[config.mk]
export PLATFORM = sky130hd
export DESIGN_NAME = toggle_event_rx
export DESIGN_NICKNAME = d
export VERILOG_FILES = /design/src/rtl/toggle_event_rx_pkg.sv /design/src/rtl/toggle_event_rx_sync_chain.sv /design/src/rtl/toggle_event_rx.sv
export SDC_FILE = /design/constraint.sdc
export NUM_CORES = 1
export LEC_CHECK = 0
export ABC_AREA = 1
export CAP_MARGIN = 20
export CELL_PAD_IN_SITES_DETAIL_PLACEMENT = 1
export CELL_PAD_IN_SITES_GLOBAL_PLACEMENT = 1
export CORE_UTILIZATION = 34
export CTS_CLUSTER_DIAMETER = 60
export DETAILED_ROUTE_END_ITERATION = 8
export PLACE_DENSITY = 0.77
export SYNTH_ARGS = -nofsm -noshare
export SYNTH_HDL_FRONTEND = slang
export SYNTH_SLANG_ARGS = --single-unit
[constraint.sdc]
create_clock -name clk -period 1.65 [get_ports clk]
set_input_delay 0.165 -clock clk [delete_from_list [all_inputs] [get_ports clk]]
set_output_delay 0.165 -clock clk [all_outputs]
set_load 0.01 [all_outputs]
[src/rtl/toggle_event_rx_pkg.sv]
// Shared definitions for toggle-signalling link blocks.
`timescale 1ns/1ps
package toggle_event_rx_pkg;

  // Receiver FSM: PRIME loads the edge detector history, RUN detects edges.
  typedef enum logic {
    ST_PRIME = 1'b0,
    ST_RUN   = 1'b1
  } state_e;

  // Fewest synchroniser flops that still give acceptable MTBF.
  localparam int unsigned SYNC_STAGES_MIN = 2;

endpackage

[src/rtl/toggle_event_rx_sync_chain.sv]
// Reset-to-0 shift-register synchroniser for a single asynchronous level.
`timescale 1ns/1ps
module sync_chain #(
  parameter int unsigned STAGES = 2
) (
  input  logic clk,
  input  logic rst_n,
  input  logic d,
  output logic q
);

  logic [STAGES-1:0] sr;

  // Shift the asynchronous level through STAGES flops.
  always_ff @(posedge clk or negedge rst_n) begin
    if (!rst_n) begin
      sr <= '0;
    end else begin
      sr <= {sr[STAGES-2:0], d};
    end
  end

  assign q = sr[STAGES-1];

endmodule

[src/rtl/toggle_event_rx.sv]
// Toggle-link receiver: recovers each remote toggle as one event, queues it
// as a pending count behind a valid/ready handshake, and returns an ack toggle.
`timescale 1ns/1ps
module toggle_event_rx
  import toggle_event_rx_pkg::*;
#(
  parameter int unsigned SYNC_STAGES = 2,
  parameter int unsigned PEND_W      = 4,
  parameter int unsigned CNT_W       = 8
) (
  input  logic              clk,
  input  logic              rst_n,
  input  logic              t_in,
  output logic              evt_valid,
  input  logic              evt_ready,
  output logic              evt_pulse,
  output logic              ack_q,
  output logic [PEND_W-1:0] pending,
  output logic [CNT_W-1:0]  evt_count,
  output logic              overflow,
  input  logic              clr_ovf
);

  // Values below the minimum are clamped rather than building an unsafe chain.
  localparam int unsigned EFF_STAGES =
    (SYNC_STAGES < SYNC_STAGES_MIN) ? SYNC_STAGES_MIN : SYNC_STAGES;
  localparam int unsigned PC_W = $clog2(EFF_STAGES + 1);

  state_e          state;
  logic [PC_W-1:0] prime_cnt;
  logic            sync_out;
  logic            t_prev;
  logic            det;
  logic            acc;
  logic            pend_max;

  sync_chain #(
    .STAGES (EFF_STAGES)
  ) u_sync (
    .clk   (clk),
    .rst_n (rst_n),
    .d     (t_in),
    .q     (sync_out)
  );

  assign evt_valid = (pending != '0);

  // Edge detect is masked during PRIME; accept needs something pending.
  always_comb begin
    det      = 1'b0;
    acc      = 1'b0;
    pend_max = 1'b0;
    det      = (state == ST_RUN) && (sync_out ^ t_prev);
    acc      = evt_valid && evt_ready;
    pend_max = (pending == {PEND_W{1'b1}});
  end

  // FSM: prime the history with the synchronised level, then run forever.
  always_ff @(posedge clk or negedge rst_n) begin
    if (!rst_n) begin
      state     <= ST_PRIME;
      prime_cnt <= '0;
      t_prev    <= 1'b0;
      evt_pulse <= 1'b0;
    end else begin
      t_prev    <= sync_out;
      evt_pulse <= det;
      if (state == ST_PRIME) begin
        if (prime_cnt == PC_W'(EFF_STAGES)) begin
          state <= ST_RUN;
        end else begin
          prime_cnt <= prime_cnt + PC_W'(1);
        end
      end
    end
  end

  // Pending queue, ack toggle, event counter and sticky overflow.
  always_ff @(posedge clk or negedge rst_n) begin
    if (!rst_n) begin
      pending   <= '0;
      ack_q     <= 1'b0;
      evt_count <= '0;
      overflow  <= 1'b0;
    end else begin
      if (det && !acc) begin
        if (!pend_max) begin
          pending <= pending + PEND_W'(1);
        end
      end else if (!det && acc) begin
        pending <= pending - PEND_W'(1);
      end

      if (acc) begin
        ack_q <= ~ack_q;
      end

      if (det) begin
        evt_count <= evt_count + CNT_W'(1);
      end

      if (det && !acc && pend_max) begin
        overflow <= 1'b1;
      end else if (clr_ovf) begin
        overflow <= 1'b0;
      end
    end
  end

endmodule

# After elaboration in Yosys (flattened, before gate mapping)
# Cells that the tools add are included.
[totals]
mem_count = 0
out_inout_bits = 16
wordCells = 39
inputBits = 5
mem_bits_rw = 0
rom_bits = 0
latch_bits = 0
register_bits = 21
[classes]
n_mul = 0
n_reduce_logical = 12
div = 0
n_eq_ne = 3
n_bitwise = 4
muxes = 7
n_shift = 0
order_cmp = 0
n_addsub = 4
[op_table]
columns = ["cell", "n"]
rows = [
  ["two-way mux 4 bit", 3],
  ["adder 8 x 1 -> 8 bit (second input constant)", 1],
  ["logical AND 1 bit", 5],
  ["adder 4 x 1 -> 4 bit (second input constant)", 1],
  ["equality test 4 bit (second input constant)", 1],
  ["two-way mux 1 bit", 4],
  ["AND reduction 2 bit", 2],
  ["nonzero test 2 bit", 2],
  ["nonzero test 4 bit", 1],
  ["subtractor 4 x 1 -> 4 bit (second input constant)", 1],
  ["inverter 1 bit", 3],
  ["adder 2 x 1 -> 2 bit (second input constant)", 1],
  ["equality test 2 bit (second input constant)", 1],
  ["logical NOT 1 bit", 2],
  ["inequality test 2 bit (second input constant)", 1],
  ["bitwise XOR 1 bit", 1],
]

# Depth between registers and ports, before layout
# Gate-level depths: netlist (run 1).
[logic_depth]
ltp_word = 6
depth_mapped = 13
ltp_nobuf = 13

# By module
# A second synthesis (run 1) with hierarchy kept.
[hier_totals]
hier_cells = 100
area_unflattened_um2 = 1028.5
[by_module_without_submodules]
columns = ["mod", "seq_area_each_um2", "cells_each", "n_inst", "area_per_inst_um2"]
rows = [
  ["toggle_event_rx", 475.5, 98, 1, 978.4],
  ["sync_chain", 50.0, 2, 1, 50.0],
]

# Least setup slack after synthesis (run 1)
# OpenSTA, ideal clock, no wires.
[synth_path]
path_type = "register to register"
startpoint = "reg pending[0]"
endpoint = "reg pending[3]"
path_slack_ns = -0.217
path_buffers = 0
synth_period_minus_slack_ns = 1.867
path_stages_with_launch = 14
setup_ns = 0.117
arrival_time_ns = 1.750
t_required_ns = 1.533
cell_sequence = "dfrtp_1 nor2_1 nand2_2 nand2_4 nand2_2 ha_1 nand2_1 nand2_1 nor2_1 inv_1 nand2_1 nand3_2 nand2_1 nand2_1"
[synth_between]
elab_chain_cells = 6
elab_cells_between_ends = 14
classes_between = "add/sub: 2; eq/ne: 2; mux: 3; reduce/logical: 7"
[synth_lines]
columns = ["item", "line", "source"]
rows = [
  ["start: declaration", "toggle_event_rx.sv:18", "output logic [PEND_W-1:0] pending,"],
  ["start signal: assignment", "toggle_event_rx.sv:88", "pending <= pending + PEND_W'(1);"],
  ["start signal: assignment", "toggle_event_rx.sv:91", "pending <= pending - PEND_W'(1);"],
  ["nonzero test 4 bit *", "toggle_event_rx.sv:46", "assign evt_valid = (pending != '0);"],
  ["via evt_valid", "toggle_event_rx.sv:14", "output logic evt_valid,"],
  ["logical AND 1 bit *", "toggle_event_rx.sv:54", "acc = evt_valid && evt_ready;"],
  ["logical NOT 1 bit", "toggle_event_rx.sv:86", "if (det && !acc) begin"],
  ["logical AND 1 bit", "toggle_event_rx.sv:86", ""],
  ["inequality test 2 bit (no source line) or nonzero test 2 bit (tied branches)", "-", ""],
  ["AND reduction 2 bit (no source line)", "-", ""],
]
# The timed path passes the listed nets; every way through them passes the cells marked *. The select of a mux whose other input is x is not followed.
# A chain may end at the register's enable or synchronous reset.

# Final worst setup path (run 1)
[layout_path]
startpoint = "reg u_sync.sr[1]"
endpoint = "reg pending[3]"
[layout_between]
elab_chain_cells = 6
elab_cells_between_ends = 9
classes_between = "eq/ne: 1; mux: 1; bitwise: 1; reduce/logical: 6"
[layout_lines]
columns = ["item", "line", "source"]
rows = [
  ["start: declaration", "toggle_event_rx_sync_chain.sv:12", "logic [STAGES-1:0] sr;"],
  ["start signal: assignment", "toggle_event_rx_sync_chain.sv:19", "sr <= {sr[STAGES-2:0], d};"],
  ["bitwise XOR 1 bit *", "toggle_event_rx.sv:53", "det = (state == ST_RUN) && (sync_out ^ t_prev);"],
  ["logical AND 1 bit *", "toggle_event_rx.sv:53", ""],
  ["via det", "toggle_event_rx.sv:33", "logic det;"],
  ["logical NOT 1 bit", "toggle_event_rx.sv:90", "end else if (!det && acc) begin"],
  ["logical AND 1 bit", "toggle_event_rx.sv:90", ""],
  ["nonzero test 2 bit (no source line)", "-", ""],
  ["AND reduction 2 bit (no source line)", "-", ""],
]
# The timed path passes the listed nets; every way through them passes the cells marked *.

==> impl_metrics.toml, run 1 <==
[synth]
syn_nets = 113
ys_top_cells_by_count = "22 x nand2_1, 21 x dfrtp_1, 12 x inv_1"
yosysMostFrequentCell = "nand2_1"
ys_top_cells_by_area = "dfrtp_1 50%, nand2_1 7.8%, xnor2_1 5.0%"
synth_edf_count = 0
synthFlopType = "dfrtp_1"
netlist_area_um2 = 1060
async_flop_share_pct = 100
synth_cell_types = 20
syn_avg_cell_area_um2 = 10.3
ys_seq_area_share_pct = 49.8
syn_inst = 103
synth-warning-count = 0
yosysTopAreaCell = "dfrtp_1"
yosys.area.top_type_share_pct = 49.8
ys_ff_latch = 21

[clocking]
tritoncts = "done"
cts_sinks = 21
clk_latency_ns = 0.30
numCtsBuffers = 3
cts.root.buffer_cell = "clkbuf_4"
cts_htree_levels = 1
clkTransAtPathRegs_ns = 0.11
clockBufferDepth = 2
cts_hold_buf = 0

[cells_and_area]
multi_input_area_um2 = 546
drive_above_1_share_pct = 33.6
nets = 154
insertedDiodeCount = 0
regArea_um2 = 532
nFillCells = 308
syn2layout_area_growth_pct = 42.7

[sta]
finalHoldViolations = 0
setup_viol = 1
finalWorstSetupSlack_ns = -0.0502
fin_crit_sh_pct = 103
relSlewSlack_pct = 82.5
period_needed_ns = 1.70
fin_skew_ns = 0.00125
holdWs_ns = 0.198
rsz0062_at_grt = "true"
slew_viol_final = 0
fmax_mhz = 588
worst_pin_slew_ns = 0.263

[drt]
drt-vias-per-instance = 4.76
wire_per_inst_um = 14.3
routed_wl_um = 2490
drc = 2
firstDrtPassIters = 6
drtIter0Drc = 22
drtAntennaViolNets = 0
vias = 829

[outcome]
status = "finished, violations left"
violations = "design-rule violations, negative setup slack"

[floorplan]
core_um2 = 2850
io_pins = 21
dieWidth_um = 57.7
die_y_um = 57.7
start_util_pct = 37.0
die-area_um2 = 3330
rows = 19

[grt]
grt_max_degree = 22
grt_antenna_before_repair = 0
grt_usage_pct = 16.7
overflow = 0
grt_pass1_vias = 924
grt_pass1_wl_um = 4110

[critical_path]
cp.arrival_ns = 1.90
critPathLaunchType = "flip-flop"
startpoint = "u_sync.sr[1]"
crit_path_max_fanout = 5
cp-end-kind = "flip-flop"
r2r-start = "u_sync.sr[1]"
cp.required_ns = 1.85
crit_type = "flip-flop to flip-flop"

[min_path]
min_path_type = "input port to async pin"

[placed_design]
io_buffers = 20
place_hpwl_um = 1840
globalplace.congestion = 0.783

[power_and_ir_drop]
p_leak_nw = 0.699
powerDensity_nw_per_um2 = 1560
vdd_drop_max_uv = 633
total_power_w = 0.00236

[job]
maxCapViolCount = 0
==> final cells by class <==
cell class | count | share of cell area (%)
clock buffer | 4 | 1.74
sequential | 21 | 35.3
multi-input combinational | 70 | 36.2
tap | 31 | 2.57
timing repair buffer | 36 | 21.2
inverter | 12 | 2.99
==> where the power goes <==
group          leakage, nW  internal [W]  total [W]  switching (W)
Combinational        0.438      0.000678    0.00129       0.000612
Sequential           0.246      0.000670   0.000825       0.000155
Clock               0.0150     0.0000942   0.000240       0.000145
==> path summary, 6_finish.rpt <==
check | to | slack, ns | cells after the start
max in group asynchronous | t_prev | 1.23 | 2
min in group clk | u_sync.sr[0] | 0.30 | 1
setup reg to reg | pending[3] | -0.05 | 13
setup / recovery | pending[3] | -0.05 | 13
hold reg to reg | u_sync.sr[1] | 0.37 | 0
hold / removal | evt_count[4] | 0.20 | 2
==> cell usage in the layout (no fill, tap or decap), types with 5 or more instances in the layout <==
master           count
nand4_1              5
dfrtp_2              5
nor2_1               5
buf_4               16
xnor2_1              5
clkdlybuf4s50_1     19
dfrtp_1             16
inv_1               12
nand2_1             20
==> critical path, stage by stage, from the launching register on <==
cell	delay (ns)
dfrtp_2	0.45
nand2_2	0.11
nand2_4	0.07
nor2_8	0.10
nand2_4	0.09
ha_4	0.23
nand2_2	0.07
nor2_2	0.05
nor2_2	0.13
inv_1	0.06
nand2_2	0.06
nand3_2	0.06
nand2_1	0.06
nand2_1	0.04
==> registers in the layout, indices dropped and copies added, names as in the netlist <==
register	flops
prime_cnt	2
t_prev	1
evt_pulse	1
overflow	1
ack_q	1
pending	4
evt_count	8
u_sync.sr	2
state	1
==> what timing repair did <==
action	4_1_cts	5_1_grt
endpoints found under the setup margin	2	2
buffers inserted	4	1
pin swaps	4	2
resized for setup	5	5
==> metal layers <==
layer	wire length, µm	track usage (%)	part of all wire [%]	up-vias
met1	1030	18.7	41	409
met4	22	6.12	0.88	0
met2	1360	30.2	55	15
met5	0	0	0	-
met3	77	4.69	3.1	2
li1	-	-	-	403
==> cells by family (layout without fill, tap and decap cells) <==
group	Yosys count	after routing	synth area share, %
adders and majority gates	5	5	6.64
DFF	21	21	49.8
AOI/OAI and AO/OA	3	3	1.90
buffers and inverters	12	52	4.27
and+or+nand+nor	51	51	27.6
xor gates and xnor gates	11	11	9.83
==> metrics by stage <==
stage	utilization, %	setup WS [ns]	area (µm²)	TNS, ns	std cells
3_5_place_dp	49.6	-0.113	1410	-0.113	165
3_3_place_gp	49.6	-0.0280	1410	-0.0280	165
5_1_grt	52.8	-0.144	1510	-0.167	174
2_1_floorplan	-	-0.0824	1090	-0.0824	103
6_report	52.8	-0.0502	1510	-0.0502	174
4_1_cts	52.0	-0.0647	1480	-0.0647	173
(Power assumes the default switching activity.)
==> run 2: changes to the inputs <==
--- a/config.mk
+++ b/config.mk
@@ -5,14 +5,14 @@
 export SDC_FILE = /design/constraint.sdc
 export NUM_CORES = 1
 export LEC_CHECK = 0
-export ABC_AREA = 1
 export CAP_MARGIN = 20
 export CELL_PAD_IN_SITES_DETAIL_PLACEMENT = 1
 export CELL_PAD_IN_SITES_GLOBAL_PLACEMENT = 1
-export CORE_UTILIZATION = 34
+export CORE_ASPECT_RATIO = 2
+export CORE_UTILIZATION = 35
 export CTS_CLUSTER_DIAMETER = 60
 export DETAILED_ROUTE_END_ITERATION = 8
-export PLACE_DENSITY = 0.77
+export PLACE_DENSITY = 0.78
 export SYNTH_ARGS = -nofsm -noshare
 export SYNTH_HDL_FRONTEND = slang
 export SYNTH_SLANG_ARGS = --single-unit
==> run 2 against run 1 <==
The run ends with negative setup slack left. Worst setup slack worse by 0.29 ns. Clock-buffer cell count decreased by 1. Register-to-register slack lost 0.29 ns. Die area shrank 13%. Final area shrank 4.4%. Clock power up 43%. Routed wire length shrank 8.1%. Utilization is 3.9 points higher. Sequential cell count unchanged. Maximum frequency is 15% lower. Largest power group unchanged.
==> impl_metrics.toml, run 2 <==
[critical_path]
crit_path_max_fanout = 3
rrSetupSlack_ns = -0.34
cp-end-kind = "flip-flop"
crit_type = "flip-flop to flip-flop"
cp.arrival_ns = 2.18
critPathLaunchType = "flip-flop"
cp.required_ns = 1.84

[outcome]
status = "finished, violations left"
violations = "negative setup slack"

[grt]
overflow = 0
grt_pass1_vias = 763
grt_usage_pct = 17.4
grt_max_degree = 22
grt_antenna_before_repair = 0
grt_pass1_wl_um = 3500

[cells_and_area]
final_cell_mix = "19 x dfrtp_1, 19 x clkdlybuf4s50_1, 14 x buf_4, 8 x xnor2_1"
final_core_util_pct = 56.8
syn2layout_area_growth_pct = 53.7
drive_above_1_share_pct = 36.9
nets = 122
insertedDiodeCount = 0
reg_top3 = "evt_count (8), pending (4)"
registers.top_by_ff_count = "evt_count"
largest_reg_flops = 8
finalNonFillerCells = 139

[placed_design]
globalplace.congestion = 0.758
post-place-ws_ns = -0.331
place_hpwl_um = 1550
io_buffers = 20
dpl.cell_count = 129

[floorplan]
io_pins = 21
start_util_pct = 36.9
die-area_um2 = 2900
dieWidth_um = 38.6
core_um2 = 2540
die_y_um = 75.2
rows = 26

[synth]
synth_edf_count = 0
syn_nets = 82
synth_cell_types = 25
synthFlopType = "dfrtp_1"
syn_avg_cell_area_um2 = 13.0
syn_inst = 72
ys_ff_latch = 21
ys_top_cells_by_area = "dfrtp_1 56%, xnor2_1 8.4%, ha_1 5.3%"
yosys.area.top_type_share_pct = 56.1
netlist_area_um2 = 937
yosysMostFrequentCell = "dfrtp_1"
synth-warning-count = 0
ys_seq_area_share_pct = 56.1
ys_top_cells_by_count = "21 x dfrtp_1, 9 x xnor2_1, 5 x nand2_1, 5 x xor2_1"
async_flop_share_pct = 100
yosysTopAreaCell = "dfrtp_1"

[sta]
relSlewSlack_pct = 75.8
slew_viol_final = 0
fin_skew_ns = 0.00139
setup_tns_ns = -1.06
finalHoldViolations = 0
holdWs_ns = 0.243
fmax_mhz = 503
finalWorstSetupSlack_ns = -0.339
setup_viol = 4
rsz0062_at_grt = "true"
worst_pin_slew_ns = 0.360
period_needed_ns = 1.99
fin_crit_sh_pct = 121

[drt]
vias = 694
firstDrtPassIters = 3
drt-vias-per-instance = 4.99
routed_wl_um = 2290
wire_per_inst_um = 16.5
drtAntennaViolNets = 0
drtIter0Drc = 1
drc = 0

[power_and_ir_drop]
p_leak_nw = 0.615
powerDensity_nw_per_um2 = 1750
vdd_drop_max_uv = 1000

[min_path]
min_path_type = "input port to async pin"

[clocking]
cts_htree_levels = 1
cts_sinks = 21
cts.root.buffer_cell = "clkbuf_8"
clockBufferDepth = 2
clk_latency_ns = 0.26
clkTransAtPathRegs_ns = 0.08
tritoncts = "done"
numCtsBuffers = 3

[job]
maxCapViolCount = 0
==> run 2: cell type report <==
type,count,area [µm²]
clock buffer,3,41.3
inverter,3,11.3
multi-input combinational,46,479
fill,276,1100
tap,28,35.0
clock inverter,1,5.00
sequential,21,528
timing repair buffer,37,340
==> run 2: power breakdown <==
group	switching (W)	leakage, nW	internal [W]
Combinational	0.000557	0.343	0.000764
Clock	0.000174	0.0255	0.000169
Sequential	0.000175	0.247	0.000677
==> run 2: worst max-delay path: stages, from the launching register on <==
cell	delay, ns
dfrtp_2	0.43
o41ai_4	0.38
nand2_2	0.14
ha_4	0.23
a21o_4	0.21
a21oi_4	0.13
mux2i_1	0.25
xor2_1	0.15
==> run 2: worst paths after layout <==
path | depth (start not counted) | end | start
max in group asynchronous | 2 | pending[2] | rst_n
max reg2reg | 7 | pending[3] | pending[2]
min | 2 | pending[0] | rst_n
min reg2reg | 0 | u_sync.sr[1] | u_sync.sr[0]
min in group clk | 1 | u_sync.sr[0] | t_in
max | 7 | pending[3] | pending[2]
==> run 2: cell families (layout without fill, tap and decap cells) <==
kind of cell,Yosys count,after routing,synth area share [%]
DFF,21,21,56.1
and+or+nand+nor,17,17,10.5
xor gates and xnor gates,14,14,13.1
AOI/OAI and AO/OA,8,8,8.41
adders and majority gates,5,5,7.48
buffers and inverters,5,44,2.14
muxes,2,2,2.27
==> run 2: metal layers <==
metal,wire length [µm],global-route usage [%],vias to the layer above,part of all wire (%)
met5,0,0,-,0
met4,50,8.05,0,2.2
met3,58,3.54,5,2.5
met2,1370,30.7,14,60
met1,809,18.7,353,35
li1,-,-,322,-
==> run 2: what timing repair did <==
| action | 4_1_cts | 5_1_grt |
|---|---|---|
| hold buffers | 0 | 0 |
| buffers inserted | 2 | 6 |
| endpoints found under the setup margin | 4 | 5 |
| pin swaps | 5 | 9 |
| resized for setup | 5 | 16 |
| cloned | 0 | 0 |
==> run 2: stage by stage <==
stage | instance area [µm²] | total power (W)
final | 1440 | 0.00251
after global routing | 1440 | 0.00269
after CTS | 1330 | 0.00228
after detailed placement | 1270 | 0.00190
after global placement | 1270 | 0.00185
after floorplan | 958 | 0.00134
==> run 3: changes to the inputs <==
--- a/config.mk
+++ b/config.mk
@@ -9,6 +9,7 @@
 export CELL_PAD_IN_SITES_DETAIL_PLACEMENT = 1
 export CELL_PAD_IN_SITES_GLOBAL_PLACEMENT = 1
 export CORE_ASPECT_RATIO = 2
+export CORE_MARGIN = 10
 export CORE_UTILIZATION = 35
 export CTS_CLUSTER_DIAMETER = 60
 export DETAILED_ROUTE_END_ITERATION = 8
==> run 3 against run 2 <==
The flow still finishes with violations (negative setup slack). Clock skew is 0.0021 ns higher. Non-clock buffer count fell by 3. Highest routed layer unchanged. Worst hold slack gained 0.012 ns. Maximum frequency increased by 2.0%. Clock power down 2%. Global-route usage decreased by 8.8 points. Final area is 5.3% lower. Final cell count decreased by 2.2%. Combinational power down 14%. Critical path depth did not move.
==> impl_metrics.toml, run 3 (synthesized netlist as in run 2, its figures left out) <==
[outcome]
status = "finished, violations left"
violations = "negative setup slack"

[power_and_ir_drop]
clkPwrFrac_pct = 14.5
internal-power_w = 0.00152
p_seq_share_pct = 36.3
powerDensity_nw_per_um2 = 1700
p_leak_nw = 0.590
comb_power_share_pct = 49.3
vdd_drop_max_uv = 964
p_sw_share_pct = 34.5
p_sw_w = 0.000800

[cells_and_area]
multi_input_area_um2 = 422
final_area_um2 = 1360
insertedDiodeCount = 0
final_cell_mix = "19 x dfrtp_1, 19 x clkdlybuf4s50_1, 10 x buf_4, 9 x xnor2_1"
nFillCells = 277
regArea_um2 = 528
nets = 119
syn2layout_area_growth_pct = 45.5
reg_top3 = "evt_count (8), pending (4)"
registers.top_by_ff_count = "evt_count"
largest_reg_flops = 8
drive_above_1_share_pct = 31.5

[floorplan]
io_pins = 21
dieWidth_um = 56.6
die-area_um2 = 5270
rows = 26
die_y_um = 93.2
start_util_pct = 36.5
core_um2 = 2570

[sta]
fmax_mhz = 513
worst_pin_slew_ns = 0.275
period_needed_ns = 1.95
holdWs_ns = 0.255
finalHoldViolations = 0
setup_viol = 4
slew_viol_final = 0
fin_skew_ns = 0.00346
rsz0062_at_grt = "true"
fin_crit_sh_pct = 118
setup_tns_ns = -0.938
finalWorstSetupSlack_ns = -0.299
relSlewSlack_pct = 81.6

[grt]
use_met3_pct = 1.76
grt_pass1_wl_um = 3520
grt_pass1_vias = 762
grt_antenna_before_repair = 0
top_usage_layer = "met2"
grt_max_degree = 22
overflow = 0
grt_usage_pct = 8.56
grt_use_met1_pct = 6.98
use_met2_pct = 16.4

[critical_path]
ff2ff_path_depth = 7
rrSetupSlack_ns = -0.30
r2r_end = "pending[1]"
startpoint = "pending[2]"
crit_path_max_fanout = 3
crit_type = "flip-flop to flip-flop"
crit_end = "pending[1]"
cp-end-kind = "flip-flop"
cp.arrival_ns = 2.15
cp.required_ns = 1.85
critPathLaunchType = "flip-flop"
r2r-start = "pending[2]"

[drt]
vias = 673
drtAntennaViolNets = 0
firstDrtPassIters = 2
routed_wl_um = 2120
wire_per_inst_um = 15.6
drc = 0
drt-vias-per-instance = 4.95
drtIter0Drc = 3

[placed_design]
io_buffers = 20
post-place-ws_ns = -0.335
placed_area_um2 = 1270
globalplace.congestion = 0.724
place_hpwl_um = 1670

[clocking]
clkTransAtPathRegs_ns = 0.08
tritoncts = "done"
clockBufferDepth = 2
clk_latency_ns = 0.26
cts.root.buffer_cell = "clkbuf_8"
cts_sinks = 21
numCtsBuffers = 3
cts_htree_levels = 1

[job]
maxCapViolCount = 0

[min_path]
min_path_type = "input port to async pin"
[run 3: changes by cell type in the layout (fill, tap and decap cells not counted), sizes merged]
cell	before	now
buf	18	15
[run 3: critical path, cell delays in order, from the launching register on]
cell and delay (ns):
dfrtp_2 0.43, o41ai_4 0.38, nand2_2 0.13, buf_4 0.16, buf_6 0.11, fa_2 0.53
inv_2 0.04, a2bb2oi_2 0.11
[run 3: per-stage QoR]
stage / total power (W) / utilization, % / std cells
after CTS: 0.00228 / 51.8 / 135
after global placement: 0.00187 / 49.3 / 129
final: 0.00232 / 53.1 / 136
after global routing: 0.00249 / 53.1 / 136
after detailed placement: 0.00191 / 49.3 / 129
after floorplan: 0.00134 / - / 72
[run 3: timing repair]
| action | 4_1_cts | 5_1_grt |
|---|---|---|
| gates resized for setup | 6 | 8 |
| pin swaps | 6 | 8 |
| hold buffers | 0 | 0 |
| setup endpoints to repair | 4 | 4 |
| hold endpoints to repair | 0 | 0 |
| buffers inserted | 2 | 2 |
[run 3: worst min path at each step]
stage	to	slack, ns	start
2_1_floorplan	ack_q	-0.13	rst_n
3_3_place_gp	u_sync.sr[1]	0.34	u_sync.sr[0]
3_5_place_dp	u_sync.sr[1]	0.34	u_sync.sr[0]
4_1_cts	pending[1]	0.26	rst_n
5_1_grt	overflow	0.26	rst_n
6_report	pending[1]	0.25	rst_n
[run 3: layout make-up]
type,count,share of cell area [%]
Clock inverter,1,0.367
Multi-Input combinational cell,46,30.9
Inverter,3,0.826
Tap cell,28,2.57
Clock buffer,3,3.03
Sequential cell,21,38.7
Timing Repair Buffer,34,23.6
[run 3: power by group through the flow]
stage,logic [W],registers (W),clock network (W)
2_1_floorplan,0.000385,0.000952,0
3_3_place_gp,0.00103,0.000847,0
3_5_place_dp,0.00105,0.000857,0
4_1_cts,0.00108,0.000842,0.000355
5_1_grt,0.00126,0.000867,0.000373
6_report,0.00114,0.000840,0.000335
[run 3: metal layers]
metal / vias up / wire, µm
li1: 317 / -
met1: 338 / 668
met2: 13 / 1270
met3: 5 / 96
met4: 0 / 76
met5: - / 0
